`src/rtl/register_file.sv`:
```
// Two-read, one-write register file with hardwired-zero x0 and write-through bypass.
// Reads are combinational; all stored state clears asynchronously on rst_n low.
module register_file #(
  parameter int DATA_WIDTH = 32,
  parameter int ADDR_WIDTH = 5,
  parameter int NUM_REGS   = 32
) (
  input  logic                  clk,
  input  logic                  rst_n,
  input  logic                  reg_write,
  input  logic [ADDR_WIDTH-1:0] read_reg1,
  input  logic [ADDR_WIDTH-1:0] read_reg2,
  input  logic [ADDR_WIDTH-1:0] write_reg,
  input  logic [DATA_WIDTH-1:0] write_data,
  output logic [DATA_WIDTH-1:0] read_data1,
  output logic [DATA_WIDTH-1:0] read_data2
);

  localparam logic [ADDR_WIDTH:0] LP_NUM_REGS = NUM_REGS[ADDR_WIDTH:0];

  logic [DATA_WIDTH-1:0] r_regs [NUM_REGS];
  logic                  w_write_en;
  logic [ADDR_WIDTH-1:0] w_raddr [2];
  logic [DATA_WIDTH-1:0] w_rdata [2];

  // A write only counts when it targets an existing, non-zero register.
  assign w_write_en = reg_write && (write_reg != '0) && ({1'b0, write_reg} < LP_NUM_REGS);

  always_ff @(posedge clk or negedge rst_n) begin
    if (!rst_n) begin
      for (int i = 0; i < NUM_REGS; i++) begin
        r_regs[i] <= '0;
      end
    end else if (w_write_en) begin
      r_regs[write_reg] <= write_data;
    end
  end

  assign w_raddr[0] = read_reg1;
  assign w_raddr[1] = read_reg2;

  genvar gi;
  generate
    for (gi = 0; gi < 2; gi++) begin : g_read_port
      // Reset gates the bypass too, so outputs stay zero while rst_n is low.
      always_comb begin
        w_rdata[gi] = '0;
        if (rst_n && (w_raddr[gi] != '0) && ({1'b0, w_raddr[gi]} < LP_NUM_REGS)) begin
          if (w_write_en && (w_raddr[gi] == write_reg)) begin
            w_rdata[gi] = write_data;
          end else begin
            w_rdata[gi] = r_regs[w_raddr[gi]];
          end
        end
      end
    end
  endgenerate

  assign read_data1 = w_rdata[0];
  assign read_data2 = w_rdata[1];

endmodule

```
`config.mk`:
```
export PLATFORM = sky130hd
export DESIGN_NAME = register_file
export DESIGN_NICKNAME = d
export VERILOG_FILES = /design/src/rtl/register_file.sv
export SDC_FILE = /design/constraint.sdc
export NUM_CORES = 2
export LEC_CHECK = 0
export BUFFER_PORTS_ARGS = -buffer_cell sky130_fd_sc_hd__buf_2
export CORE_MARGIN = 2
export CORE_UTILIZATION = 60
export CTS_BUF_LIST = sky130_fd_sc_hd__clkbuf_16
export CTS_CLUSTER_SIZE = 28
export DETAILED_ROUTE_END_ITERATION = 16
export PLACE_DENSITY_LB_ADDON = 0.08
export RECOVER_POWER = 25
export SLEW_MARGIN = 20
export SYNTH_ARGS = -nofsm -noshare
export SYNTH_HDL_FRONTEND = slang
export SYNTH_SLANG_ARGS = --single-unit
```
`constraint.sdc`:
```
create_clock -name clk -period 2.8 [get_ports clk]
set_input_delay 0.14 -clock clk [delete_from_list [all_inputs] [get_ports clk]]
set_output_delay 0.14 -clock clk [all_outputs]
set_load 0.005 [all_outputs]
```
After elaboration in Yosys (flattened, before gate mapping)
Cells that the tools add are included.
W data, S select, Z words.
{"block": "op_classes", "magnitude_cmp": 4, "mux": 13, "n_eq_ne": 2, "reduce_logical": 9, "n_bitwise": 3}
{"cell": "$bwmux W1024", "n": 1}
{"cell": "$bmux W32 S5", "n": 2}
{"cell": "$mux W32", "n": 9}
{"cell": "$demux W32 S5", "n": 1}
{"cell": "$ge A6 B6 Y1 const B", "n": 3}
{"cell": "$not A5 Y6", "n": 3}
{"cell": "$reduce_bool A5 Y1", "n": 3}
{"cell": "$eq A5 B5 Y1", "n": 2}
{"cell": "$logic_and A1 B1 Y1", "n": 6}
{"cell": "$lt A6 B1 Y1 const B", "n": 1}
{"block": "totals", "inputBits": 50, "ff_bits": 1024}

Logic depth before layout (Yosys ltp)
{"block": "depth", "depth_word": 6, "ltp_mapped": 9, "depth_no_buf": 5}

Worst setup path after synthesis
Ideal clock, no wire load.
{"block": "synth_path", "path_type": "input port to output port", "start": "in read_reg2[1]", "end": "out read_data2[10]", "required_time_ns": 2.660, "path_slack_ns": 0.834, "cell_stages": 8, "arrival_ns": 1.826, "n_path_buf": 4, "path_cell_list": "buf_2 > buf_6 > buf_2 > buf_1 > mux4_2 > a22oi_1 > a21oi_1 > a211o_1"}
{"block": "synth_between", "elab_chain_cells": 6, "elab_cells_between_ends": 10, "cone_classes": "eq/ne: 1; mux: 5; bitwise: 1; reduce/logical: 3"}
{"item": "from (decl)", "line": "12", "source": "input logic [ADDR_WIDTH-1:0] read_reg2,"}
{"item": "$not A5 Y6 (implied by the code)", "line": "52", "source": "w_rdata[gi] = r_regs[w_raddr[gi]];"}
{"item": "$bmux W32 S5", "line": "52"}
{"item": "$mux W32 (implied by the code) (2 in series)", "line": "52"}
{"item": "$mux W32", "line": "49", "source": "if (w_write_en && (w_raddr[gi] == write_reg)) begin"}
{"item": "$mux W32 *", "line": "48", "source": "if (rst_n && (w_raddr[gi] != '0) && ({1'b0, w_raddr[gi]} < LP_NUM_REGS)) begin"}
{"item": "to (decl)", "line": "16", "source": "output logic [DATA_WIDTH-1:0] read_data2"}
Every way passes the cells marked *; elsewhere a longest branch is shown, timed or not. The select of a mux whose other input is x is not followed.

Final worst setup path
{"block": "layout_path", "start": "reg r_regs[711] in the netlist's numbering", "end": "out read_data2[7]"}
{"block": "layout_between", "elab_chain_cells": 5}
{"item": "from (decl)", "line": "21", "source": "logic [DATA_WIDTH-1:0] r_regs [NUM_REGS];"}
{"item": "from (signal, indexed assignment)", "line": "35", "source": "r_regs[write_reg] <= write_data;"}
{"item": "$bmux W32 S5", "line": "52"}
{"item": "$mux W32 (implied by the code) (2 in series)", "line": "52"}
{"item": "$mux W32", "line": "49"}
{"item": "$mux W32", "line": "48"}
Every way passes these cells. The select of a mux whose other input is x is not followed.

==> flow_summary.yaml <==
critical_path:
  path_cells: "mux2i_1 -> a221oi_1 -> o21bai_1 -> a21oi_1 -> a211o_1 -> buf_2"
  critPathMaxFanout: 3
  path_buf_inv: 1
  startpoint_type: "register"
  worst_ep_arrival_time_ns: 2.66
  crit_family: "compound AO/OA/AOI/OAI gates"
  crit_type: "reg2out"
  endpoint_kind: "primary output"
  critical-path-max-stage-delay_ns: 0.50
  slowest_stage: "a21oi_1"
  worstPathRequired_ns: 2.66
logic_synthesis:
  synth_ff_type: "dfrtp_1"
  yosysUniqueCellTypes: 43
  synth-seq-area-share: 0.464
  synth-seq-cells: 1024
  synthArstFlopShare: 1.00
  synth_cells: 3862
  avgSynthCellArea_sq_um: 14.3
  synth_nets: 3912
  synth.top_cell.area_share: 0.464
  yosys.area.top_type: "dfrtp_1"
  synth-edff-count: 0
  synthTopCellsByArea: "dfrtp_1 46%, mux2_2 20%, mux4_2 14%"
  yosysWarnings: 0
  synthesis.area_sq_mm: 0.0552
die:
  ios: 114
  num_rows: 111
  start_util: 0.604
  dieHeight_um: 307
  coreArea_sq_mm: 0.0915
  die_width_um: 307
  die-area_sq_mm: 0.0945
grt:
  antenna_found_initial: 8
  grt_overflow: 0
  grt_max_degree: 148
  grt_first_pass_wirelength_um: 255000
  grt_pass1_vias: 39100
  track_usage: 0.365
sta:
  rsz0062_at_grt: "no"
  slew_headroom: -0.232
  finalSetupViolations: 1
  worst_slew_pin_slew_ns: 1.85
  hold_viol_final: 0
  fin_crit_ns: 2.80
  slew_viol_final: 291
  fin_ws_ns: -0.00447
  fmax_mhz: 357
  period_share: 1.00
  fin_skew_ns: 0
drt:
  post_drt_wl_per_cell_um: 33.4
  drtPass1Iterations: 5
  drt-total-wl_um: 171000
  num_vias: 37400
  drc: 0
  drt_iter0_drc: 3999
  vias_per_cell: 7.31
  antenna_left: 0
placed_design:
  port_buffers: 113
  hpwl_um: 104000
  dp_slack_ns: 0.151
  gp_congestion: 0.859
  place_inst: 4905
  placed_cell_area_sq_mm: 0.0577
final_layout:
  fin_area_sq_mm: 0.0612
  largest_registers: "r_regs x1024"
  n_fill_cell: 6431
  largest_register_ffs: 1024
  area_growth_pct: 10.7
  drive_gt1_frac: 0.468
  layout.cells.non_filler: 5112
  regMostFlops: "r_regs"
  nNetsFinal: 3885
run_status:
  violations: "capacitance limit, slew limit, setup timing"
  outcome: "complete, but fails checks"
clock_tree:
  h-tree-depth: 3
  clock-root-buffer: "clkbuf_16"
  clkLatencyLatePin_ns: 0.69
  cts_setup_buffers: 0
  clk_pin_slew_ns: 0.06
  clk_path_buf_depth: 3
  cts_num_sinks: 1024
  cts_made_buffers: 112
  cts_tree: "built"
min_path:
  holdCritPathClass: "in2reg"
flow_run:
  maxCapViolations: 4
power:
  powerDensity_mw_per_mm2: 700
  ir_drop_mv: 0.587
  total_leakage_power_uw: 0.0272
## cells in the mapped netlist, types with 2 or more instances
master and n:
nor4_1 2, nand3b_1 4, a21oi_1 64, dfrtp_1 1024, xor2_1 2, o211ai_1 2
a221o_1 32, nand2_1 49, xnor2_1 8, and3_1 3, buf_1 58, mux2_2 992
nand2b_1 2, nand3_1 2, nor3b_1 5, clkbuf_1 247, mux4_2 352, buf_6 11
a22oi_1 96, a211o_1 32, a221oi_1 160, nor3_1 2, buf_2 99, nor2b_1 35
nand4_1 2, o21ai_0 32, mux2i_1 352, o21bai_1 64, a211oi_1 64, nor2_1 20
buf_4 33
## report_power, final
part | internal (uW) | switching, uW
combinational | 5000 | 3590
clock | 8130 | 6270
sequential | 17600 | 2160
total | 30800 | 12000
## layer usage
layer | up-vias | track usage | share of wire
li1 | 15000 | - | -
met1 | 20000 | 0.492 | 0.39
met2 | 1921 | 0.584 | 0.48
met3 | 485 | 0.0674 | 0.081
met4 | 2 | 0.166 | 0.049
met5 | - | 0 | 0.00010
## kinds of logic (layout without fill, tap and decap cells)
group / count (synthesis) / after routing / synth area share
simple gates: 134 / 134 / 0.0125
other cells: 0 / 4 / 0
buf+inv: 450 / 510 / 0.0366
xor+xnor: 10 / 10 / 0.00159
compound gates: 548 / 548 / 0.0761
flops: 1024 / 1024 / 0.464
mux: 1696 / 1696 / 0.409
## area by class of cell
type / instances / area, sq um / share of cell area
Antenna cell: 4 / 10.0 / 0.000164
Clock buffer: 113 / 2830 / 0.0462
Clock inverter: 88 / 694 / 0.0114
Inverter: 2 / 8.76 / 0.000143
Multi-Input combinational cell: 2388 / 27800 / 0.455
Sequential cell: 1024 / 25600 / 0.419
Tap cell: 1186 / 1480 / 0.0243
Timing Repair Buffer: 307 / 2670 / 0.0436
## cells in the final DEF, fill, tap and decap left out, types with 52 or more instances in the layout
cell type	count
buf_12	52
buf_2	103
o21bai_1	64
dfrtp_1	1024
a221oi_1	158
mux2i_1	352
a22oi_1	96
mux2_2	992
clkbuf_16	113
mux4_2	352
a21oi_1	60
buf_4	122
a211oi_1	60
## per-stage QoR
step	utilization	hold slack, ns	power [uW]	setup TNS (ns)
5_1_grt	0.668	0.0819	44500	0
3_3_place_gp	0.630	0.0392	27800	0
2_1_floorplan	-	-0.156	25700	0
4_1_cts	0.669	0.0378	42800	0
6_report	0.668	0.0775	42800	-0.00447
3_5_place_dp	0.630	0.0424	28500	0
## what timing repair did
item | CTS | global route
endpoints found under the setup margin | 3 | 7
hold endpoints to repair | 99 | 0
cloned | 0 | 0
gates resized for setup | 3 | 7
hold buffers | 2 | 0
## worst paths after layout
path / from / slack (ns) / cells past startpoint / to
min: write_data[16] / 0.08 / 2 / r_regs[208]$_DFFE_PN0P_
min reg2reg: r_regs[1015]$_DFFE_PN0P_ / 0.39 / 0 / r_regs[1015]$_DFFE_PN0P_
max in group asynchronous: rst_n / 0.58 / 4 / r_regs[658]$_DFFE_PN0P_
max: r_regs[711]$_DFFE_PN0P_ / -0.004 / 6 / read_data2[7]
max reg2reg: r_regs[614]$_DFFE_PN0P_ / 1.98 / 1 / r_regs[614]$_DFFE_PN0P_
min in group asynchronous: rst_n / 0.10 / 3 / r_regs[889]$_DFFE_PN0P_
No activity file was read; power rests on OpenSTA's default activity.
